<file path="src/rtl/fp_to_int_pkg.sv">
// Shared definitions for the FP-to-integer exit converter.
// Holds the exception-field codes, the converter state encoding, the operand
// classification produced by the field decoder, and the default field layout
// of the internal FP word:
//   [size-1 : size-2]            exception
//   [size-3]                     sign
//   [size-4 : size_mantissa-1]   biased exponent
//   [size_mantissa-2 : 0]        fraction (hidden bit implied)
package fp_to_int_pkg;

  localparam int DEF_SIZE_MANTISSA = 24;
  localparam int DEF_SIZE_EXPONENT = 8;
  localparam int DEF_SIZE_EXC      = 2;
  localparam int DEF_SIZE_INT      = 32;
  localparam int DEF_BIAS          = 127;
  localparam int DEF_SIZE          = DEF_SIZE_MANTISSA + DEF_SIZE_EXPONENT + DEF_SIZE_EXC;

  // Field positions for the default layout
  localparam int EXC_MSB  = DEF_SIZE - 1;
  localparam int EXC_LSB  = DEF_SIZE - DEF_SIZE_EXC;
  localparam int SIGN_POS = EXC_LSB - 1;
  localparam int EXP_MSB  = SIGN_POS - 1;
  localparam int EXP_LSB  = DEF_SIZE_MANTISSA - 1;
  localparam int FRAC_MSB = DEF_SIZE_MANTISSA - 2;

  // Exception-field codes
  localparam int EXC_ZERO   = 0;
  localparam int EXC_NORMAL = 1;
  localparam int EXC_INF    = 2;
  localparam int EXC_NAN    = 3;

  typedef enum logic [1:0] {
    ST_IDLE  = 2'd0,
    ST_SHIFT = 2'd1,
    ST_ROUND = 2'd2,
    ST_DONE  = 2'd3
  } state_t;

  // Operand classes resolved at accept time
  typedef enum logic [2:0] {
    CLS_ZERO  = 3'd0,  // exception field zero
    CLS_NAN   = 3'd1,
    CLS_INF   = 3'd2,
    CLS_SAT   = 3'd3,  // finite but out of integer range
    CLS_MIN   = 3'd4,  // exactly the most negative integer
    CLS_TINY  = 3'd5,  // |x| < 0.5, rounds to zero
    CLS_LEFT  = 3'd6,  // magnitude needs a left shift
    CLS_RIGHT = 3'd7   // magnitude needs a right shift with rounding
  } cls_t;

endpackage

</file>
<file path="src/rtl/fp_to_int_seq_fp_field_decode.sv">
// Combinational field decoder for the FP-to-integer converter.
// Splits the FP word into its fields, removes the exponent bias, classifies
// the operand and produces the shift count the sequential shifter needs.
// Ports:
//   number_i  : FP operand
//   sign      : operand sign
//   mant      : mantissa with the hidden bit restored
//   cls       : operand class (see cls_t)
//   shift_cnt : left-shift count for CLS_LEFT, right-shift count for CLS_RIGHT,
//               zero for every other class
module fp_field_decode
  import fp_to_int_pkg::*;
#(
  parameter int size_mantissa        = DEF_SIZE_MANTISSA,
  parameter int size_exponent        = DEF_SIZE_EXPONENT,
  parameter int size_exception_field = DEF_SIZE_EXC,
  parameter int size_int             = DEF_SIZE_INT,
  parameter int bias                 = DEF_BIAS,
  parameter int size                 = size_mantissa + size_exponent + size_exception_field,
  parameter int cnt_w                = $clog2(size_int + 1)
) (
  input  logic [size-1:0]          number_i,
  output logic                     sign,
  output logic [size_mantissa-1:0] mant,
  output cls_t                     cls,
  output logic [cnt_w-1:0]         shift_cnt
);

  localparam int SIGN_BIT = size - size_exception_field - 1;
  // Two spare bits keep the unbiased exponent signed without wrap
  localparam int EW       = size_exponent + 2;

  localparam logic signed [EW-1:0] BIAS_E     = EW'(bias);
  localparam logic signed [EW-1:0] E_INT_TOP  = EW'(size_int - 1);
  localparam logic signed [EW-1:0] E_MANT_TOP = EW'(size_mantissa - 1);
  localparam logic signed [EW-1:0] E_NEG1     = EW'(-1);

  logic [size_exception_field-1:0] exc;
  logic [size_exponent-1:0]        exp_f;
  logic [size_mantissa-2:0]        frac;
  logic signed [EW-1:0]            e;

  assign exc   = number_i[size-1 -: size_exception_field];
  assign sign  = number_i[SIGN_BIT];
  assign exp_f = number_i[SIGN_BIT-1 -: size_exponent];
  assign frac  = number_i[size_mantissa-2:0];
  assign mant  = {1'b1, frac};
  assign e     = $signed({2'b00, exp_f}) - BIAS_E;

  always_comb begin
    cls       = CLS_ZERO;
    shift_cnt = '0;
    if (exc == size_exception_field'(EXC_NAN)) begin
      cls = CLS_NAN;
    end else if (exc == size_exception_field'(EXC_INF)) begin
      cls = CLS_INF;
    end else if (exc == size_exception_field'(EXC_NORMAL)) begin
      if (e >= E_INT_TOP) begin
        // -2^(size_int-1) is the one value at this exponent that still fits
        cls = (sign && (e == E_INT_TOP) && (frac == '0)) ? CLS_MIN : CLS_SAT;
      end else if (e < E_NEG1) begin
        cls = CLS_TINY;
      end else if (e >= E_MANT_TOP) begin
        cls       = CLS_LEFT;
        shift_cnt = cnt_w'(e - E_MANT_TOP);
      end else begin
        cls       = CLS_RIGHT;
        shift_cnt = cnt_w'(E_MANT_TOP - e);
      end
    end
  end

endmodule

</file>
<file path="src/rtl/fp_to_int_seq.sv">
// Sequential FP-to-integer converter at the FP datapath exit.
// Accepts one FP operand over valid/ready, aligns its magnitude with a
// one-bit-per-cycle shifter, rounds to nearest-even, applies the sign and
// saturates out-of-range values.
// Ports:
//   clk, rst_n            : clock, asynchronous active-low reset
//   valid_i / ready_o     : operand handshake (ready_o high only in IDLE)
//   number_i              : FP operand {exception, sign, exponent, fraction}
//   valid_o / ready_i     : result handshake; result held until taken
//   int_o                 : signed integer result
//   overflow_o            : result saturated (out of range or infinity)
//   invalid_o             : operand was NaN
//   inexact_o             : nonzero bits were discarded by rounding
module fp_to_int_seq
  import fp_to_int_pkg::*;
#(
  parameter int size_mantissa        = DEF_SIZE_MANTISSA,
  parameter int size_exponent        = DEF_SIZE_EXPONENT,
  parameter int size_exception_field = DEF_SIZE_EXC,
  parameter int size_int             = DEF_SIZE_INT,
  parameter int bias                 = DEF_BIAS,
  parameter int size                 = size_mantissa + size_exponent + size_exception_field
) (
  input  logic                       clk,
  input  logic                       rst_n,
  input  logic                       valid_i,
  output logic                       ready_o,
  input  logic [size-1:0]            number_i,
  output logic                       valid_o,
  input  logic                       ready_i,
  output logic signed [size_int-1:0] int_o,
  output logic                       overflow_o,
  output logic                       invalid_o,
  output logic                       inexact_o
);

  localparam int cnt_w = $clog2(size_int + 1);

  state_t state_q, state_d;

  logic                     dec_sign;
  logic [size_mantissa-1:0] dec_mant;
  cls_t                     dec_cls;
  logic [cnt_w-1:0]         dec_cnt;

  logic [size_int-1:0] mag_q;
  logic [cnt_w-1:0]    cnt_q;
  logic                left_q, neg_q, guard_q, sticky_q;
  logic                ovf_q, inv_q, tiny_q;
  logic                accept;

  // Largest positive magnitude, or 2^(size_int-1) which negates to the minimum
  function automatic logic [size_int-1:0] sat_mag(input logic neg);
    return neg ? {1'b1, {(size_int-1){1'b0}}} : {1'b0, {(size_int-1){1'b1}}};
  endfunction

  // Round-to-nearest-even on the aligned magnitude; size_int > size_mantissa
  // leaves headroom so the increment cannot carry out
  function automatic logic [size_int-1:0] round_rne(input logic [size_int-1:0] m,
                                                    input logic g, input logic s);
    return m + {{(size_int-1){1'b0}}, g & (s | m[0])};
  endfunction

  function automatic logic signed [size_int-1:0] apply_sign(input logic [size_int-1:0] m,
                                                            input logic neg);
    return neg ? -$signed(m) : $signed(m);
  endfunction

  fp_field_decode #(
    .size_mantissa        (size_mantissa),
    .size_exponent        (size_exponent),
    .size_exception_field (size_exception_field),
    .size_int             (size_int),
    .bias                 (bias),
    .size                 (size),
    .cnt_w                (cnt_w)
  ) u_decode (
    .number_i  (number_i),
    .sign      (dec_sign),
    .mant      (dec_mant),
    .cls       (dec_cls),
    .shift_cnt (dec_cnt)
  );

  assign accept = ready_o & valid_i;

  always_ff @(posedge clk or negedge rst_n) begin
    if (!rst_n) state_q <= ST_IDLE;
    else        state_q <= state_d;
  end

  // Every class passes through ROUND so non-shifting operands share one
  // fixed latency; special values are preloaded as exact magnitudes.
  always_comb begin
    state_d = state_q;
    ready_o = 1'b0;
    valid_o = 1'b0;
    unique case (state_q)
      ST_IDLE: begin
        ready_o = 1'b1;
        if (valid_i) begin
          state_d = ((dec_cls == CLS_LEFT || dec_cls == CLS_RIGHT) && dec_cnt != '0)
                    ? ST_SHIFT : ST_ROUND;
        end
      end
      ST_SHIFT: if (cnt_q == '0) state_d = ST_ROUND;
      ST_ROUND: state_d = ST_DONE;
      ST_DONE: begin
        valid_o = 1'b1;
        if (ready_i) state_d = ST_IDLE;
      end
      default: state_d = ST_IDLE;
    endcase
  end

  // Accept / shift stage
  always_ff @(posedge clk) begin
    if (accept) begin
      cnt_q    <= dec_cnt;
      left_q   <= (dec_cls == CLS_LEFT);
      neg_q    <= dec_sign;
      guard_q  <= 1'b0;
      sticky_q <= 1'b0;
      ovf_q    <= 1'b0;
      inv_q    <= 1'b0;
      tiny_q   <= 1'b0;
      mag_q    <= {{(size_int-size_mantissa){1'b0}}, dec_mant};
      unique case (dec_cls)
        CLS_ZERO: begin
          mag_q <= '0;
          neg_q <= 1'b0;
        end
        CLS_NAN: begin
          mag_q <= sat_mag(1'b0);
          neg_q <= 1'b0;
          inv_q <= 1'b1;
        end
        CLS_INF, CLS_SAT: begin
          mag_q <= sat_mag(dec_sign);
          ovf_q <= 1'b1;
        end
        CLS_MIN: mag_q <= sat_mag(1'b1);
        CLS_TINY: begin
          mag_q  <= '0;
          neg_q  <= 1'b0;
          tiny_q <= 1'b1;
        end
        default: ;
      endcase
    end else if (state_q == ST_SHIFT && cnt_q != '0) begin
      cnt_q <= cnt_q - 1'b1;
      if (left_q) begin
        mag_q <= mag_q << 1;
      end else begin
        // Previous guard folds into sticky; the bit leaving becomes guard
        mag_q    <= mag_q >> 1;
        guard_q  <= mag_q[0];
        sticky_q <= sticky_q | guard_q;
      end
    end
  end

  // Round / output stage
  always_ff @(posedge clk or negedge rst_n) begin
    if (!rst_n) begin
      int_o      <= '0;
      overflow_o <= 1'b0;
      invalid_o  <= 1'b0;
      inexact_o  <= 1'b0;
    end else if (state_q == ST_ROUND) begin
      int_o      <= apply_sign(round_rne(mag_q, guard_q, sticky_q), neg_q);
      overflow_o <= ovf_q;
      invalid_o  <= inv_q;
      inexact_o  <= tiny_q | guard_q | sticky_q;
    end
  end

endmodule
</file>
<file path="config.mk">
export PLATFORM = sky130hd
export DESIGN_NAME = fp_to_int_seq
export DESIGN_NICKNAME = d
export VERILOG_FILES = /design/src/rtl/fp_to_int_pkg.sv /design/src/rtl/fp_to_int_seq_fp_field_decode.sv /design/src/rtl/fp_to_int_seq.sv
export SDC_FILE = /design/constraint.sdc
export NUM_CORES = 1
export LEC_CHECK = 0
export BUFFER_PORTS_ARGS = -buffer_cell sky130_fd_sc_hd__buf_2
export CELL_PAD_IN_SITES_DETAIL_PLACEMENT = 0
export CELL_PAD_IN_SITES_GLOBAL_PLACEMENT = 1
export CORE_ASPECT_RATIO = 1.4
export CORE_MARGIN = 2
export CORE_UTILIZATION = 40
export DETAILED_ROUTE_END_ITERATION = 8
export PLACE_DENSITY = 0.84
export SLEW_MARGIN = 20
export SYNTH_ARGS = -nofsm -noshare
export SYNTH_HDL_FRONTEND = slang
export SYNTH_SLANG_ARGS = --single-unit
</file>
<file path="constraint.sdc">
create_clock -name clk -period 7.2 [get_ports clk]
set_clock_uncertainty 0.2 [all_clocks]
set_input_delay 1.08 -clock clk [delete_from_list [all_inputs] [get_ports clk]]
set_output_delay 1.08 -clock clk [all_outputs]
set_load 0.005 [all_outputs]
</file>
* Yosys cells after proc, flatten, opt, wreduce, memory -nomap -nowiden *
Cells that the tools add are included.
W data, S select, Z words.

storage, ports and cells
  register bits after elaboration = 82
  output and inout bits = 37
  word-level logic and storage cells = 95

operators by class
  $add $sub $neg = 6
  $lt $le $gt $ge = 3
  equal/unequal tests = 17
  muxes and demuxes = 31
  bitwise operators = 7
  reductions and logical operators = 17

operators with widths
  operator               number
  $mux W32               5
  $pmux W32 S4           1
  $mux W6                8
  $add A32 B1 Y32        1
  $neg A32 Y32           1
  $logic_not A23 Y1      1
  $ge A9 B6 Y1 const B   2
  $mux W3                6
  $eq A3 B3 Y1 const B   4
  $reduce_bool A6 Y1     2
  $eq A9 B6 Y1 const B   1
  $lt A9 B1 Y1 const B   1
  $sub A8 B7 Y9 const B  1
  $eq A2 B2 Y1 const B   4
  $mux W2                4
  $pmux W2 S4            1
  $eq A3 B2 Y1 const B   2
  $logic_not A6 Y1       1
  $mux W1                6
  $ne A2 B2 Y1 const B   3
  $sub A6 B1 Y6 const B  1
  $sub A6 B6 Y6 const A  1
  $sub A6 B6 Y6 const B  1
  $eq A2 B1 Y1 const B   2
  13 further kinds       21

* Depth between registers and ports, before layout *
Gate-level depths: netlist of the first run.

  depth after elaboration = 15
  mapped depth = 14
  depth with buffers taken out = 12

* By module *
From an unflattened synthesis of the first run, not the netlist that was laid out.

unflattened totals
  cells, all modules = 699
  area total of the unflattened synthesis = 6363.6 µm²

modules (own cells, without submodules)
  module           instances  cells an instance  area an instance (µm²)  sequential area each (µm²)
  fp_to_int_seq    1          579                5530.3                  2257.2
  fp_field_decode  1          120                833.3                   0.0

* Least setup slack after synthesis of the first run *
Ideal clock, no wire load.

  path kind = input to register
  from = in number_i[24]
  to = reg mag_q[18], data pin
  arrival time = 3313 ps
  required time = 6820 ps
  setup slack = 3507 ps
  cell stages on the path = 13
  buffers on the path = 2
  cell sequence = ha_1 > nand2_1 > xor2_1 > inv_1 > ha_1 > a211o_1 > a21oi_1 > o31ai_1 > a21oi_1 > buf_2 > buf_2 > nand2_1 > a221oi_1

between the ends
  longest elaborated chain between the ends = 13

ends and longest elaborated chain
  item                                                  RTL line                             source
  start, declared                                       fp_to_int_seq.sv:28                  input logic [size-1:0] number_i,
  $sub A8 B7 Y9 (*)                                     fp_to_int_seq_fp_field_decode.sv:48  assign e = $signed({2'b00, exp_f}) - BIAS_E;
  branches (longest 4 deep; another with $ge A9 B6 Y1)  --
  $mux W3 (*)                                           fp_to_int_seq_fp_field_decode.sv:58  if (e >= E_INT_TOP) begin
  $mux W3 (*)                                           fp_to_int_seq_fp_field_decode.sv:57  end else if (exc == size_exception_field'(EXC_NORMAL)) begin
  $mux W3 (*)                                           fp_to_int_seq_fp_field_decode.sv:55  end else if (exc == size_exception_field'(EXC_INF)) begin
  $mux W3 (*)                                           fp_to_int_seq_fp_field_decode.sv:53  if (exc == size_exception_field'(EXC_NAN)) begin
  $eq A3 B3 Y1, or another cell as far along            fp_to_int_seq.sv:128                 unique case (dec_cls)
  $reduce_or A2 Y1, on equally long branches            --
  $pmux W32 S4 (*)                                      fp_to_int_seq.sv:128
  $mux W32 (*)                                          fp_to_int_seq.sv:118                 if (accept) begin
  end signal, assigned                                  fp_to_int_seq.sv:127                 mag_q <= {{(size_int-size_mantissa){1'b0}}, dec_mant};
  end signal, assigned                                  fp_to_int_seq.sv:134                 mag_q <= sat_mag(1'b0);
  end signal, assigned                                  fp_to_int_seq.sv:139                 mag_q <= sat_mag(dec_sign);
  end, declared                                         fp_to_int_seq.sv:46                  logic [size_int-1:0] mag_q;

Every way passes the cells marked *.
A chain may end at the register's enable or synchronous reset.

* Worst setup path in the final report of the first run *
  from = reg mag_q[0]
  to = reg int_o[29]

between the ends
  longest elaborated chain between the ends = 5

ends and longest elaborated chain
  item                  RTL line              source
  $or A1 B1 Y1          fp_to_int_seq.sv:61   return m + {{(size_int-1){1'b0}}, g & (s | m[0])};
  $and A1 B1 Y1         fp_to_int_seq.sv:61
  $add A32 B1 Y32 (*)   fp_to_int_seq.sv:61
  $neg A32 Y32          fp_to_int_seq.sv:66   return neg ? -$signed(m) : $signed(m);
  $mux W32 (*)          fp_to_int_seq.sv:66
  end signal, assigned  fp_to_int_seq.sv:171  int_o <= apply_sign(round_rne(mag_q, guard_q, sticky_q), neg_q);
  end, declared         fp_to_int_seq.sv:31   output logic signed [size_int-1:0] int_o,

Every way passes the cells marked *; elsewhere a longest branch is shown, timed or not.

==> flow_summary.json, run 1 <==
{
  "outcome": "finished, violations left",
  "violations": "DRC",
  "h-tree-depth": 3,
  "antenna_found_initial": 0,
  "syn_avg_cell_area_sq_um": 9.24,
  "gp_congestion": 0.890,
  "path_clk_slew_ns": 0.07,
  "hold_viol": 0,
  "area_growth_pct": 10.3,
  "vias_per_cell": 5.75,
  "cts_tree": "built",
  "synth_nets": 774,
  "first_pass_iters": 6,
  "synthCells": 722,
  "die_x_um": 113,
  "setup_viol": 0,
  "slowest_stage": "nor4_1",
  "final_core_util_pct": 45.3,
  "grt.total_usage_pct": 18.5,
  "grt_pass1_vias": 5372,
  "ir_drop_v": 0.000128,
  "io_pins": 75,
  "dp_hpwl_um": 12300,
  "root_buffer": "clkbuf_16",
  "rsz0062_at_grt": "no",
  "nets": 805,
  "wl_per_cell_um": 16.9,
  "vias": 5502,
  "r2r.worst_path.cells": 11,
  "hold_depth": 1,
  "layout_common_cells": "nand2_1 (75), buf_2 (74), nor2_1 (43), edfxtp_1 (43), xnor2_1 (41)",
  "finalSetupTns_ns": 0,
  "cts_buffer_depth": 2,
  "start_util_pct": 41.1,
  "worst_slack_ns": 2.97,
  "synthDistinctLibCells": 85,
  "ctsHoldBuffers": 0,
  "fmax_mhz": 236,
  "maxSlewViolCount": 0,
  "critPathLaunchType": "flip-flop",
  "critPathCaptureType": "flip-flop",
  "synth-edff-count": 43,
  "crit_type": "flip-flop to flip-flop",
  "holdPathEnd": "invalid_o",
  "dieHeight_um": 157,
  "cts-resized-gates": 0,
  "fp-row-count": 55,
  "slew_headroom_pct": 37.7,
  "required_ns": 7.18,
  "p_leak_nw": 2.81,
  "worst_pin_slew_ns": 0.935,
  "io_buffers": 74,
  "reg2reg_to": "int_o[29]",
  "insertion_delay_ns": 0.34,
  "fin_crit_sh_pct": 58.8,
  "wl_um": 16200,
  "synthFlopType": "edfxtp_1",
  "worstHoldPathType": "flip-flop to flip-flop",
  "ant_nets": 0,
  "antenna_cells": 0,
  "yosysSeqAreaShare_pct": 33.8,
  "max_stage_delay_ns": 0.76,
  "critical_path.max_fanout": 10,
  "timing.rr.start": "mag_q[0]",
  "ff2ff_setup_slack_ns": 2.97,
  "dieArea_sq_um": 17700,
  "final_common_cell": "nand2_1",
  "layout-drive-gt1-share_pct": 20.2,
  "overflow": 0,
  "cts_sinks": 82,
  "drc": 2,
  "core_area_sq_um": 16200,
  "drt_iter0_drc": 260,
  "worstHoldStart": "inv_q",
  "ys_ff_latch": 82,
  "maxCapViolCount": 0,
  "crit_chain": "o21a_1 -> ha_1 -> ha_1 -> and4_1 -> nand3_2 -> nor4_1 -> xnor2_1 -> o211ai_1 -> a2111oi_4 -> xnor2_1 -> a21oi_1",
  "powerDensity_nw_per_um2": 365,
  "yosys_warnings": 0,
  "post-place-ws_ns": 2.63,
  "ys_async_sr_fraction_pct": 45.1,
  "syn_area_sq_um": 6670,
  "p_total_mw": 2.69,
  "cts_buffers": 9,
  "worstPathArrival_ns": 4.21,
  "hold_ws_ns": 0.286,
  "cts_setup_buffers": 0,
  "grt_pass1_wl_um": 26900,
  "fin_crit_ns": 4.23,
  "grt_max_degree": 49
}
[state kept, by name, indices dropped and copies added (netlist names)]
signal and count:
mag_q 32, tiny_q 1, sticky_q 1, state_q 2
neg_q 1, guard_q 1, inexact_o 1, int_o 32
overflow_o 1, cnt_q 6, ovf_q 1, left_q 1
inv_q 1, invalid_o 1
[where the power goes]
part / total (mW) / leakage [nW] / internal, mW / switching [mW]
logic: 1.16 / 1.81 / 0.542 / 0.620
clock network: 0.506 / 0.161 / 0.308 / 0.199
registers: 1.02 / 0.844 / 0.767 / 0.253
[metal layers]
metal	wire length, um	vias up	part of all wire, %	global-route usage (%)
met5	0	-	0	0
met1	7300	2593	45	23.9
met4	281	0	1.7	5.87
met3	619	23	3.8	2.44
met2	7960	130	49	31.8
li1	-	2756	-	-
[cells by family after synthesis]
logic type	Yosys count	synth area share (%)
simple gates	263	21.9
compound gates	163	18.6
flops	82	33.8
buf+inv	79	5.70
xor+xnor	64	8.40
mux	57	8.92
fa+ha+maj	14	2.62
[synthesized netlist by cell type (10+ instances only)]
cell,instances,area [sq um]
nand3_1,31,155
nor3_1,12,60.1
dfrtp_1,37,926
mux2_2,20,225
nor2_1,43,161
nand2_1,75,282
and4_1,10,87.6
clkbuf_1,30,113
nand4_1,14,87.6
o21ai_0,16,80.1
xnor2_1,41,359
a21oi_1,39,195
inv_1,17,63.8
xor2_1,23,201
ha_1,14,175
buf_4,12,90.1
a221oi_1,23,201
buf_2,13,65.1
mux2i_1,37,370
nor4_1,12,75.1
edfxtp_1,43,1290
a31oi_1,10,62.6
[worst max-delay path by stage]
stage / startpoint / end / cells after the start
final: mag_q[0] / int_o[29] / 11
after global routing: number_i[23] / mag_q[13] / 12
after CTS: mag_q[0] / int_o[29] / 11
after detailed placement: number_i[25] / mag_q[9] / 13
after global placement: number_i[25] / mag_q[22] / 13
after floorplan: number_i[24] / mag_q[18] / 13
[final cells by class]
type                    count  area (sq um)
clock buffers               9           225
clock inverters             7           100
fillers                  1615          8880
inverters                  19          71.3
multi-input cells         561          4040
flip-flops and latches     82          2260
well taps                 199           249
repair buffers             80           415
[per-stage QoR]
step,instances,instance area [sq um]
after global routing,957,7360
final,957,7360
after CTS,957,7360
after detailed placement,941,7040
after global placement,941,7040
after floorplan,722,6670
[worst max-delay path, delay by kind of cell (launching register included)]
kind / cells / cell delay (ns)
AOI/OAI and AO/OA: 4 / 0.85
xor gates and xnor gates: 2 / 0.41
adders and majority gates: 2 / 0.64
DFF: 1 / 0.42
and+or+nand+nor: 3 / 1.54
(Power assumes the default switching activity.)
==> inputs of run 2 (changes only) <==
==> constraint.sdc (replaced) <==
create_clock -name clk -period 4.45 [get_ports clk]
set_clock_uncertainty 0.2 [all_clocks]
set_input_delay 0.6675 -clock clk [delete_from_list [all_inputs] [get_ports clk]]
set_output_delay 0.6675 -clock clk [all_outputs]
set_load 0.005 [all_outputs]
==> flow_summary.json, run 2 (synthesized netlist as in run 1, its figures left out) <==
{
  "crit_type": "flip-flop to flip-flop",
  "critPathLaunchType": "flip-flop",
  "worstPathArrival_ns": 4.03,
  "layout_common_cells": "nand2_1 (75), buf_2 (74), nor2_1 (43), edfxtp_1 (43), xnor2_1 (41)",
  "setup_viol": 0,
  "outcome": "finished, violations left",
  "root_buffer": "clkbuf_16",
  "worstHoldPathType": "primary input to asynchronous set/reset pin",
  "drt_iter0_drc": 261,
  "worst_pin_slew_ns": 0.861,
  "final_common_cell": "nand2_1",
  "finalSetupTns_ns": 0,
  "fin_crit_sh_pct": 90.3,
  "cts-resized-gates": 0,
  "h-tree-depth": 3,
  "slew_headroom_pct": 42.6,
  "area_growth_pct": 11.0,
  "ctsHoldBuffers": 0,
  "p_total_mw": 4.37,
  "fin_cells": 963,
  "powerDensity_nw_per_um2": 590,
  "cts_buffers": 9,
  "grt_pass1_vias": 5470,
  "maxCapViolCount": 0,
  "cts_buffer_depth": 2,
  "grt_max_degree": 49,
  "start_util_pct": 41.1,
  "pwr-share-comb_pct": 43.2,
  "layout-drive-gt1-share_pct": 20.7,
  "cts_sinks": 82,
  "ir_drop_v": 0.000189,
  "required_ns": 4.46,
  "io_buffers": 74,
  "intPower_mw": 2.63,
  "vias_per_cell": 5.76,
  "die_x_um": 113,
  "io_pins": 75,
  "wl_um": 16600,
  "violations": "DRC",
  "maxSlewViolCount": 0,
  "insertion_delay_ns": 0.34,
  "critical_path.max_fanout": 8,
  "fmax_mhz": 249,
  "core_area_sq_um": 16200,
  "swShare_pct": 39.9,
  "vias": 5546,
  "grt_pass1_wl_um": 27500,
  "first_pass_iters": 6,
  "fp-row-count": 55,
  "dieHeight_um": 157,
  "overflow": 0,
  "nets": 811,
  "critPathCaptureType": "flip-flop",
  "grt.total_usage_pct": 19.0,
  "p_leak_nw": 2.84,
  "clockPowerShare_pct": 18.7,
  "wl_per_cell_um": 17.2,
  "dpl.cell_count": 947,
  "biggestRegsByFlops": "int_o x32, mag_q x32, cnt_q x6",
  "switchingPower_mw": 1.75,
  "antenna_found_initial": 0,
  "gp_congestion": 0.881,
  "dieArea_sq_um": 17700,
  "cts_setup_buffers": 0,
  "drc": 2,
  "rsz0062_at_grt": "no",
  "placed_area_sq_um": 7080,
  "path_clk_slew_ns": 0.06,
  "power_frac_seq_pct": 38.1,
  "fin_area_sq_um": 7410,
  "antenna_cells": 0,
  "fin_crit_ns": 4.02,
  "hold_viol": 0,
  "dp_hpwl_um": 12500,
  "ant_nets": 0,
  "cts_tree": "built"
}
## run 2: critical path, cell delays in order, from the launching register on
cell	delay, ns
edfxtp_1	0.40
o21a_1	0.15
ha_1	0.25
ha_1	0.34
and4_1	0.44
nand2_1	0.18
a22o_1	0.30
nand4b_1	0.32
or4b_4	0.66
nor4_4	0.36
a211o_1	0.20
o2111ai_1	0.09
## run 2: per-stage QoR
stage	util (%)	hold WS, ns	worst slack [ns]
2_1_floorplan	-	0.172	0.909
3_3_place_gp	43.6	0.261	0.648
3_5_place_dp	43.6	0.280	0.507
4_1_cts	45.6	0.279	0.481
5_1_grt	45.6	0.299	0.178
6_report	45.6	0.224	0.433
## run 2: cell type report
| class | count | area, sq um |
|---|---|---|
| clock buffers | 10 | 239 |
| clock inverters | 6 | 88.8 |
| fillers | 1611 | 8830 |
| inverters | 19 | 71.3 |
| multi-input cells | 561 | 4040 |
| flip-flops and latches | 82 | 2260 |
| well taps | 199 | 249 |
| repair buffers | 86 | 460 |
## run 2: final timing paths
| kind | startpoint | depth (start not counted) | slack, ns | endpoint |
|---|---|---|---|---|
| worst max-delay path | mag_q[0] | 11 | 0.43 | int_o[28] |
| worst min register to register | int_o[13] | 2 | 0.28 | int_o[13] |
| max in group asynchronous | rst_n | 1 | 3.27 | int_o[30] |
| worst max register to register | mag_q[0] | 11 | 0.43 | int_o[28] |
| min in group clk | int_o[13] | 2 | 0.28 | int_o[13] |
| worst min-delay path | rst_n | 1 | 0.22 | int_o[8] |
## run 2: per-layer routing
metal	track usage (%)	part of all wire, %
met1	24.6	44
met2	32.6	49
met3	2.40	4.3
met4	6.39	1.9
met5	0	0
## run 2: power by group through the flow
| stage | clock, mW | combinational (mW) | sequential, mW |
|---|---|---|---|
| 2_1_floorplan | 0 | 1.60 | 1.43 |
| 3_3_place_gp | 0 | 1.87 | 1.67 |
| 3_5_place_dp | 0 | 1.90 | 1.68 |
| 4_1_cts | 0.827 | 1.91 | 1.66 |
| 5_1_grt | 0.861 | 2.12 | 1.72 |
| 6_report | 0.817 | 1.89 | 1.67 |
